`src/rtl/dds_pkg.sv`:
```
// Shared definitions for the DDS serial-load receiver: frame geometry,
// field offsets inside the 40-bit tuning word and the receiver FSM states.
package dds_pkg;

  localparam int DDS_WORD_W = 40;
  localparam int FREQ_LSB   = 0;
  localparam int CTRL_LSB   = 32;
  localparam int PD_BIT     = 34;
  localparam int PHASE_LSB  = 35;

  typedef enum logic [1:0] {
    IDLE  = 2'd0,
    SHIFT = 2'd1,
    FULL  = 2'd2
  } dds_rx_state_t;

endpackage

```
`src/rtl/dds_serial_rx_if.sv`:
```
// DDS serial pins plus the decoded word/status returned by the receiver.
// master drives the pins and watches the results; slave is the receiver.
interface dds_serial_rx_if;

  logic        dds_reset;
  logic        w_clk;
  logic        fq_ud;
  logic        data;
  logic        err_clr;
  logic [31:0] freq_word;
  logic [1:0]  ctrl;
  logic        pwr_down;
  logic [4:0]  phase;
  logic        word_valid;
  logic        reload;
  logic [7:0]  frame_cnt;
  logic        err_short;
  logic        err_over;

  modport master (
    output dds_reset, w_clk, fq_ud, data, err_clr,
    input  freq_word, ctrl, pwr_down, phase, word_valid, reload,
           frame_cnt, err_short, err_over
  );

  modport slave (
    input  dds_reset, w_clk, fq_ud, data, err_clr,
    output freq_word, ctrl, pwr_down, phase, word_valid, reload,
           frame_cnt, err_short, err_over
  );

endinterface

```
`src/rtl/dds_pin_sync.sv`:
```
// Synchronizer for one DDS pin. level and rise are both registered one stage
// past the synchronizer so every pin instance presents aligned samples.
module dds_pin_sync #(
  parameter int STAGES = 2
) (
  input  logic clk_sys,
  input  logic rst,
  input  logic pin,
  output logic level,
  output logic rise
);

  logic [STAGES-1:0] sync_r;
  logic              level_r;
  logic              rise_r;

  // synchronizer chain, aligned level copy and registered rising-edge detect
  always_ff @(posedge clk_sys or posedge rst) begin
    if (rst) begin
      sync_r  <= '0;
      level_r <= 1'b0;
      rise_r  <= 1'b0;
    end else begin
      sync_r  <= {sync_r[STAGES-2:0], pin};
      level_r <= sync_r[STAGES-1];
      rise_r  <= sync_r[STAGES-1] & ~level_r;
    end
  end

  assign level = level_r;
  assign rise  = rise_r;

endmodule

```
`src/rtl/dds_serial_rx.sv`:
```
// DDS serial-load receiver: rebuilds the LSB-first tuning word from the
// oversampled pins, commits it on fq_ud and flags short/over-length frames.
module dds_serial_rx
  import dds_pkg::*;
#(
  parameter int WORD_W      = DDS_WORD_W,
  parameter int SYNC_STAGES = 2
) (
  input  logic            clk_sys,
  input  logic            rst,
  dds_serial_rx_if.slave  bus
);

  localparam int CNT_W = $clog2(WORD_W + 1);

  logic              rst_lvl_s, w_rise_s, fq_rise_s, data_lvl_s;
  logic              w_lvl_unused_s, fq_lvl_unused_s;
  logic              rst_rise_unused_s, data_rise_unused_s;
  logic              set_short_s, set_over_s;

  dds_rx_state_t     state_r;
  logic [CNT_W-1:0]  cnt_r;
  logic [WORD_W-1:0] shreg_r;
  logic [31:0]       freq_word_r;
  logic [1:0]        ctrl_r;
  logic              pwr_down_r;
  logic [4:0]        phase_r;
  logic              word_valid_r, reload_r;
  logic [7:0]        frame_cnt_r;
  logic              err_short_r, err_over_r;

  dds_pin_sync #(.STAGES(SYNC_STAGES)) u_sync_rst (
    .clk_sys(clk_sys), .rst(rst), .pin(bus.dds_reset),
    .level(rst_lvl_s), .rise(rst_rise_unused_s));
  dds_pin_sync #(.STAGES(SYNC_STAGES)) u_sync_wclk (
    .clk_sys(clk_sys), .rst(rst), .pin(bus.w_clk),
    .level(w_lvl_unused_s), .rise(w_rise_s));
  dds_pin_sync #(.STAGES(SYNC_STAGES)) u_sync_fqud (
    .clk_sys(clk_sys), .rst(rst), .pin(bus.fq_ud),
    .level(fq_lvl_unused_s), .rise(fq_rise_s));
  dds_pin_sync #(.STAGES(SYNC_STAGES)) u_sync_data (
    .clk_sys(clk_sys), .rst(rst), .pin(bus.data),
    .level(data_lvl_s), .rise(data_rise_unused_s));

  // error events; a w_clk edge landing with fq_ud counts as an overrun
  always_comb begin
    set_short_s = 1'b0;
    set_over_s  = 1'b0;
    if (rst_lvl_s) begin
      set_short_s = 1'b0;
      set_over_s  = 1'b0;
    end else begin
      set_short_s = fq_rise_s && (state_r == SHIFT);
      set_over_s  = w_rise_s && (fq_rise_s || (state_r == FULL));
    end
  end

  // receive FSM, shift register, committed fields and status
  always_ff @(posedge clk_sys or posedge rst) begin
    if (rst) begin
      state_r      <= IDLE;
      cnt_r        <= '0;
      shreg_r      <= '0;
      freq_word_r  <= 32'd0;
      ctrl_r       <= 2'd0;
      pwr_down_r   <= 1'b0;
      phase_r      <= 5'd0;
      word_valid_r <= 1'b0;
      reload_r     <= 1'b0;
      frame_cnt_r  <= 8'd0;
      err_short_r  <= 1'b0;
      err_over_r   <= 1'b0;
    end else begin
      word_valid_r <= 1'b0;
      reload_r     <= 1'b0;
      err_short_r  <= set_short_s | (err_short_r & ~bus.err_clr);
      err_over_r   <= set_over_s  | (err_over_r  & ~bus.err_clr);
      if (rst_lvl_s) begin
        state_r     <= IDLE;
        cnt_r       <= '0;
        shreg_r     <= '0;
        freq_word_r <= 32'd0;
        ctrl_r      <= 2'd0;
        pwr_down_r  <= 1'b0;
        phase_r     <= 5'd0;
      end else begin
        case (state_r)
          IDLE: begin
            if (fq_rise_s) begin
              reload_r <= 1'b1;
            end else if (w_rise_s) begin
              shreg_r <= {data_lvl_s, shreg_r[WORD_W-1:1]};
              cnt_r   <= CNT_W'(1);
              state_r <= SHIFT;
            end
          end
          SHIFT: begin
            if (fq_rise_s) begin
              cnt_r   <= '0;
              state_r <= IDLE;
            end else if (w_rise_s) begin
              shreg_r <= {data_lvl_s, shreg_r[WORD_W-1:1]};
              cnt_r   <= cnt_r + CNT_W'(1);
              if (cnt_r == CNT_W'(WORD_W - 1)) begin
                state_r <= FULL;
              end
            end
          end
          FULL: begin
            // extra w_clk bits are dropped here; only fq_ud leaves FULL
            if (fq_rise_s) begin
              freq_word_r  <= shreg_r[FREQ_LSB +: 32];
              ctrl_r       <= shreg_r[CTRL_LSB +: 2];
              pwr_down_r   <= shreg_r[PD_BIT];
              phase_r      <= shreg_r[PHASE_LSB +: 5];
              word_valid_r <= 1'b1;
              frame_cnt_r  <= frame_cnt_r + 8'd1;
              cnt_r        <= '0;
              state_r      <= IDLE;
            end
          end
          default: begin
            cnt_r   <= '0;
            state_r <= IDLE;
          end
        endcase
      end
    end
  end

  assign bus.freq_word  = freq_word_r;
  assign bus.ctrl       = ctrl_r;
  assign bus.pwr_down   = pwr_down_r;
  assign bus.phase      = phase_r;
  assign bus.word_valid = word_valid_r;
  assign bus.reload     = reload_r;
  assign bus.frame_cnt  = frame_cnt_r;
  assign bus.err_short  = err_short_r;
  assign bus.err_over   = err_over_r;

endmodule

```
`src/flat_wrapper.sv`:
```
// flat-port wrapper written by rule: the top's interface ports become plain ports
module dds_serial_rx_flat import dds_pkg::*;
#(
  parameter int WORD_W      = DDS_WORD_W,
  parameter int SYNC_STAGES = 2
)
  (clk_sys, rst, bus_dds_reset, bus_w_clk, bus_fq_ud, bus_data, bus_err_clr, bus_freq_word, bus_ctrl, bus_pwr_down, bus_phase, bus_word_valid, bus_reload, bus_frame_cnt, bus_err_short, bus_err_over);
  dds_serial_rx_if bus_i ();
  input  logic clk_sys;
  input  logic rst;
  input wire logic [$bits(bus_i.dds_reset)-1:0] bus_dds_reset;
  input wire logic [$bits(bus_i.w_clk)-1:0] bus_w_clk;
  input wire logic [$bits(bus_i.fq_ud)-1:0] bus_fq_ud;
  input wire logic [$bits(bus_i.data)-1:0] bus_data;
  input wire logic [$bits(bus_i.err_clr)-1:0] bus_err_clr;
  output wire logic [$bits(bus_i.freq_word)-1:0] bus_freq_word;
  output wire logic [$bits(bus_i.ctrl)-1:0] bus_ctrl;
  output wire logic [$bits(bus_i.pwr_down)-1:0] bus_pwr_down;
  output wire logic [$bits(bus_i.phase)-1:0] bus_phase;
  output wire logic [$bits(bus_i.word_valid)-1:0] bus_word_valid;
  output wire logic [$bits(bus_i.reload)-1:0] bus_reload;
  output wire logic [$bits(bus_i.frame_cnt)-1:0] bus_frame_cnt;
  output wire logic [$bits(bus_i.err_short)-1:0] bus_err_short;
  output wire logic [$bits(bus_i.err_over)-1:0] bus_err_over;
  assign bus_i.dds_reset = bus_dds_reset;
  assign bus_i.w_clk = bus_w_clk;
  assign bus_i.fq_ud = bus_fq_ud;
  assign bus_i.data = bus_data;
  assign bus_i.err_clr = bus_err_clr;
  assign bus_freq_word = bus_i.freq_word;
  assign bus_ctrl = bus_i.ctrl;
  assign bus_pwr_down = bus_i.pwr_down;
  assign bus_phase = bus_i.phase;
  assign bus_word_valid = bus_i.word_valid;
  assign bus_reload = bus_i.reload;
  assign bus_frame_cnt = bus_i.frame_cnt;
  assign bus_err_short = bus_i.err_short;
  assign bus_err_over = bus_i.err_over;
  dds_serial_rx #(.WORD_W(WORD_W), .SYNC_STAGES(SYNC_STAGES)) u_core (.clk_sys(clk_sys), .rst(rst), .bus(bus_i));
endmodule
```
`config.mk`:
```
export PLATFORM = sky130hd
export DESIGN_NAME = dds_serial_rx_flat
export DESIGN_NICKNAME = d
export VERILOG_FILES = /design/src/rtl/dds_pkg.sv /design/src/rtl/dds_serial_rx_if.sv /design/src/rtl/dds_pin_sync.sv /design/src/rtl/dds_serial_rx.sv /design/src/flat_wrapper.sv
export SDC_FILE = /design/constraint.sdc
export NUM_CORES = 1
export LEC_CHECK = 0
export ABC_AREA = 1
export CAP_MARGIN = 20
export CELL_PAD_IN_SITES_DETAIL_PLACEMENT = 0
export CELL_PAD_IN_SITES_GLOBAL_PLACEMENT = 1
export CORE_MARGIN = 5
export CORE_UTILIZATION = 45
export DETAILED_ROUTE_END_ITERATION = 6
export GPL_ROUTABILITY_DRIVEN = 0
export PLACE_DENSITY_LB_ADDON = 0.25
export SYNTH_ARGS = -nofsm -noshare
export SYNTH_HDL_FRONTEND = slang
export SYNTH_SLANG_ARGS = --single-unit
export TNS_END_PERCENT = 30
```
`constraint.sdc`:
```
create_clock -name clk_sys -period 9.7 [get_ports clk_sys]
set_input_delay 2.91 -clock clk_sys [delete_from_list [all_inputs] [get_ports clk_sys]]
set_output_delay 2.91 -clock clk_sys [all_outputs]
set_load 0.005 [all_outputs]
```
==> metrics.cfg, run 1 <==
[run_status]
status=completed

[floorplanning]
die_area_mm2=0.0128
die_h_um=113
die_x_um=113
rows=37
initial_core_util=0.462
core_mm2=0.0104
ios=59

[clocking]
numCtsBuffers=17
ctsResizeCount=0
clockRootBuffer=clkbuf_8
clk_path_buf_depth=2
ctsHtreeMaxLevel=4
clkLatencyLatePin_ns=0.50
cts_tree=yes
holdBufCountCts=0
clk_pin_slew_ns=0.05
postCtsSetupBuffers=0
numClockSinks=114

[routing]
wl_met3_um=447
wl_per_cell_um=12.9
met2WireLength_mm=4.51
highest_layer=met4
wl_mm=9.80
drtIter0Drc=184
vias=3685
drt-met1-wl_mm=4.76
vias_per_cell=4.87
dr.pass1.iters=5
ant_nets=0
drcViolationCount=0

[cells_and_area]
n_antenna_cell=0
areaGrowthSynthToFinish_pct=25.7
fin_nets=618
drive_gt1_frac=0.0757
finalNonFillerCells=757

[global_route]
grt-ovfl-total=0
first_global_vias=3690
grt_first_pass_wirelength_mm=17.4
grtUsageTotal=0.168
grt_antenna_before_repair=0
grt_start_max_net_pins=81

[timing]
tightest_slew_ns=0.950
slew_viol_final=0
setup_viol=0
slew_headroom=0.366
min_period_ns=4.36
period_share=0.450
setup_slack_ns=5.34
fmax_mhz=229
fin_skew_ns=0.00812
setup_tns_ns=0
rsz0062_at_grt=no
final-hold-violation-count=0

[yosys]
synth_area_leaders=dfrtp_1 (60%), nand2_1 (13%), nand3_1 (5.8%), inv_1 (4.9%), nor2_1 (3.9%)
postSynthAreaPerCell_um2=8.60
synth_warnings=0
seq_area_frac_synth=0.595
synth_compound_area_frac=0.0577
synth_top_family_by_area=simple AND/OR/NAND/NOR gates
ys_ff_latch=114
synth.area.mux_share=0
synth_top_area_frac=0.595
syn-instance-count=557
synth_area_mm2=0.00479
synthXorXnorAreaFrac=0.00731
synthDistinctLibCells=25
post-synth-top-area-cell=dfrtp_1
synth_adder_area_share=0.00522
synth-simple-area-share=0.250
syn_nets=566

[worst_setup_path]
worst-path-buf-inv=1
critPathMaxStageDelay_ns=0.53
rrSetupSlack_ns=7.11
r2r_end=u_core.bus.ctrl[1]
crit_family=buffers and inverters
cp.arrival_ns=1.45
worst-path-stages=1
ff2ff_path_depth=5
crit_path_start_kind=flop
worstSetupPathType=reg2out
crit_required_ns=6.79
cp-startpoint=u_core.bus.frame_cnt[0]
end_kind=output pin
worstPathMaxFanout=5
critPathCapture=bus_frame_cnt[0]
path_cells=clkdlybuf4s50_1
crit-reg2reg-launch=u_core.u_sync_rst.level
slowest_stage=clkdlybuf4s50_1

[power_and_ir_drop]
leakagePower_nw=2.90
cellPowerDensity_mw_per_mm2=197
ir_drop_mv=0.131

[place]
portBuffers=58
dpl.hpwl_mm=5.79
place_ws_ns=5.02
place_inst=726

[flow_run]
drv_cap=0

[worst_hold_path]
hp-class=reg2reg

==> cell usage after synthesis <==
cell and instances:
a21boi_1 1, a21oi_1 1, buf_2 16, buf_4 3, buf_6 2, clkbuf_1 7, dfrtp_1 114, ha_1 2
inv_1 62, inv_2 6, nand2_1 166, nand2_2 4, nand3_1 56, nand3_2 2, nand3b_1 1, nand4_1 6
nor2_1 50, nor3_1 3, o21ai_0 26, o21ai_1 22, o21ai_2 1, o22ai_1 1, o32ai_1 1, xnor2_1 2
xor2_1 2
==> layer usage <==
layer,vias to the layer above,global-route usage
li1,1846,-
met1,1756,0.228
met2,72,0.262
met3,11,0.0503
met4,0,0.0505
met5,-,0
==> metrics by stage <==
stage / hold WS, ns / utilization / cell area, um2 / total power, W
2_1_floorplan: 0.331 / - / 4790 / 0.000556
3_3_place_gp: 0.333 / 0.523 / 5420 / 0.000572
3_5_place_dp: 0.336 / 0.523 / 5420 / 0.000573
4_1_cts: 0.349 / 0.581 / 6030 / 0.00120
5_1_grt: 0.351 / 0.581 / 6030 / 0.00124
6_report: 0.349 / 0.581 / 6030 / 0.00119
==> area by class of cell <==
class                      count  area [um2]
clock buffer                  22         473
clock inverter                 9         129
fill                         955        4340
inverter                      68         258
multi-input combinational    347        1540
sequential                   114        2850
tap                          136         170
timing repair buffer          61         603
==> layout by cell type, fill, tap and decap left out, types with 2 or more instances in the layout <==
cell type / instances
buf_4: 3
bufinv_16: 3
clkbuf_16: 16
clkbuf_8: 5
clkdlybuf4s50_1: 58
clkinv_2: 3
clkinvlp_4: 2
dfrtp_1: 114
ha_1: 2
inv_1: 61
inv_2: 6
nand2_1: 166
nand2_2: 4
nand3_1: 56
nand3_2: 2
nand4_1: 6
nor2_1: 50
nor3_1: 3
o21ai_0: 26
o21ai_1: 22
xnor2_1: 2
xor2_1: 2
==> report_power, final <==
part	switching, W	internal [W]	leakage, nW	total, W
Combinational	0.0000482	0.0000192	1.05	0.0000674
Clock	0.000205	0.000416	0.293	0.000621
Sequential	0.0000105	0.000487	1.56	0.000497
==> worst min-delay path by stage <==
stage,startpoint,to,cells past startpoint
final,u_core.u_sync_fqud.sync_r[0],u_core.u_sync_fqud.sync_r[1],0
after CTS,u_core.u_sync_fqud.sync_r[0],u_core.u_sync_fqud.sync_r[1],0
after detailed placement,u_core.u_sync_wclk.sync_r[0],u_core.u_sync_wclk.sync_r[1],0
after global routing,u_core.u_sync_rst.sync_r[0],u_core.u_sync_rst.sync_r[1],0
after global placement,u_core.u_sync_rst.sync_r[1],u_core.u_sync_rst.level,0
after floorplan,u_core.u_sync_data.sync_r[1],u_core.u_sync_data.level,0
==> flip-flops by register name (all words and copies together) (netlist names) <==
name	flops
u_core.bus.err_over	1
u_core.u_sync_fqud.level	1
u_core.bus.frame_cnt	8
u_core.state_r	2
u_core.u_sync_data.level	1
u_core.u_sync_wclk.sync_r	2
u_core.u_sync_fqud.sync_r	2
u_core.u_sync_wclk.rise	1
u_core.bus.freq_word	32
u_core.bus.pwr_down	1
u_core.u_sync_fqud.rise	1
u_core.u_sync_rst.level	1
u_core.shreg_r	40
u_core.u_sync_data.sync_r	2
u_core.cnt_r	6
u_core.u_sync_wclk.level	1
u_core.bus.ctrl	2
u_core.bus.phase	5
u_core.bus.word_valid	1
u_core.bus.reload	1
u_core.u_sync_rst.sync_r	2
u_core.bus.err_short	1
==> kinds of logic (layout without fill, tap and decap cells) <==
family,after synthesis,in the layout
AOI/OAI and AO/OA,53,53
and+or+nand+nor,288,288
adders and majority gates,2,2
buffers and inverters,96,160
xor gates and xnor gates,4,4
DFF,114,114
No activity file was read; power rests on OpenSTA's default activity.
==> run 2: changes to the inputs <==
CORE_UTILIZATION = 42   (was 45)
clock period = 4.2 ns   (was 9.7 ns; I/O delays follow)
==> run 2 against run 1 <==
Net effect: worst hold slack worse by 0.0093 ns; count of clock-buffer cells in the layout is 5 lower; clock skew is 0.0071 ns higher; first-iteration DRC count is 39% higher; utilization is 4.8 points lower; via count is 0.16% higher; power is 130% higher; non-clock buffer count is 2 higher; sequential cell count stayed put; global-route usage is 0.71 points lower.
==> metrics.cfg, run 2 (synthesis gave the netlist of run 1 again) <==
[timing]
setup_slack_ns=1.59
setup_viol=0
fmax_mhz=383
rsz0062_at_grt=no
tightest_slew_ns=0.929
slew_viol_final=0
setup_tns_ns=0
fin_skew_ns=0.0153
min_period_ns=2.61
whs_ns=0.339
slew_headroom=0.380
final-hold-violation-count=0
period_share=0.622

[worst_setup_path]
worstSetupPathType=reg2out
rrSetupSlack_ns=1.64
crit-reg2reg-launch=u_core.u_sync_rst.level
end_kind=output pin
r2r_end=u_core.shreg_r[34]
crit_required_ns=2.94
crit_path_start_kind=flop
worstPathMaxFanout=5
critPathMaxStageDelay_ns=0.53
path_cells=clkdlybuf4s50_1
worst-path-buf-inv=1
worst-path-stages=1
critPathCapture=bus_frame_cnt[0]
ff2ff_path_depth=6
cp-startpoint=u_core.bus.frame_cnt[0]
slowest_stage=clkdlybuf4s50_1
crit_family=buffers and inverters
cp.arrival_ns=1.35

[routing]
vias_per_cell=4.81
ant_nets=0
drtIter0Drc=255
wl_per_cell_um=12.9
wl_mm=9.93
dr.pass1.iters=7
vias=3691
drcViolationCount=0

[clocking]
clk_pin_slew_ns=0.06
postCtsSetupBuffers=0
numClockSinks=114
ctsHtreeMaxLevel=4
holdBufCountCts=0
ctsResizeCount=0
cts_tree=yes
clkLatencyLatePin_ns=0.41
numCtsBuffers=17
clk_path_buf_depth=2
clockRootBuffer=clkbuf_16

[place]
portBuffers=58
place_ws_ns=1.48
dpl.hpwl_mm=6.14

[floorplanning]
rows=39
die_x_um=117
core_mm2=0.0113
initial_core_util=0.423
die_area_mm2=0.0136
ios=59
die_h_um=117

[power_and_ir_drop]
sw_frac_of_total=0.256
intPower_w=0.00200
p_comb_frac=0.059
power_frac_clock=0.513
ir_drop_mv=0.242
leakagePower_nw=2.88
p_sw_w=0.000687
cellPowerDensity_mw_per_mm2=445
p_seq_frac=0.427

[cells_and_area]
fin_nets=620
areaGrowthSynthToFinish_pct=25.9
largest_register_ffs=40
fill_cells=1065
post-route-util=0.533
seqCellArea_mm2=0.00285
mostFrequentLayoutCell=nand2_1
n_antenna_cell=0
drive_gt1_frac=0.0817
regMostFlops=u_core.shreg_r
multi_input_area_mm2=0.00154
layout_common_cells=nand2_1 (166), dfrtp_1 (114), inv_1 (61)

[global_route]
grt_first_pass_wirelength_mm=17.4
grt_start_max_net_pins=51
grt_antenna_before_repair=0
grtUsageTotal=0.161
grt-ovfl-total=0
first_global_vias=3744

[run_status]
status=completed

[flow_run]
drv_cap=0

[worst_hold_path]
hp-class=reg2reg

-- run 2: changes by cell type in the layout (fill, tap and decap cells not counted) --
cell and delta:
clkbuf_8 -5, buf_4 +1, clkinv_2 -2, inv_8 +1
clkbuf_1 -1, clkbuf_16 +1, inv_4 -1, bufinv_16 -2
inv_6 +7, buf_12 +1, clkinvlp_4 +3
-- run 2: how the worst min path moves through the flow --
stage | slack (ns) | from | end | cells past startpoint
detailed placement | 0.33 | u_core.u_sync_data.sync_r[0] | u_core.u_sync_data.sync_r[1] | 0
global placement | 0.33 | u_core.u_sync_wclk.sync_r[0] | u_core.u_sync_wclk.sync_r[1] | 0
floorplan | 0.33 | u_core.u_sync_data.sync_r[1] | u_core.u_sync_data.level | 0
CTS | 0.34 | u_core.u_sync_wclk.sync_r[0] | u_core.u_sync_wclk.sync_r[1] | 0
global route | 0.35 | u_core.u_sync_wclk.sync_r[0] | u_core.u_sync_wclk.sync_r[1] | 0
finish | 0.34 | u_core.u_sync_wclk.sync_r[0] | u_core.u_sync_wclk.sync_r[1] | 0
-- run 2: metal layers --
layer | routed length (um) | part of all wire | up-vias | track usage
met4 | 94 | 0.0095 | 0 | 0.0489
met5 | 0 | 0 | - | 0
met3 | 477 | 0.048 | 6 | 0.0488
met2 | 4730 | 0.48 | 77 | 0.261
li1 | - | - | 1841 | -
met1 | 4630 | 0.47 | 1767 | 0.210
-- run 2: layout make-up --
type                    count  area share
inverters                  68      0.0429
repair buffers             63       0.105
clock buffers              17      0.0705
multi-input cells         347       0.255
well taps                 143      0.0297
flip-flops and latches    114       0.473
clock inverters            15      0.0243
-- run 2: through the flow --
step | power [W] | cell area (um2) | std cells
floorplan | 0.00128 | 4800 | 557
global route | 0.00279 | 6030 | 767
finish | 0.00269 | 6030 | 767
global placement | 0.00133 | 5460 | 735
CTS | 0.00272 | 6030 | 767
detailed placement | 0.00133 | 5460 | 735
-- run 2: power by group through the flow --
stage                     registers (W)  clock network [W]  logic (W)
after global placement          0.00117                  0   0.000160
after global routing            0.00115            0.00146   0.000183
final                           0.00115            0.00138   0.000159
after floorplan                 0.00115                  0   0.000130
after detailed placement        0.00117                  0   0.000162
after CTS                       0.00115            0.00141   0.000163
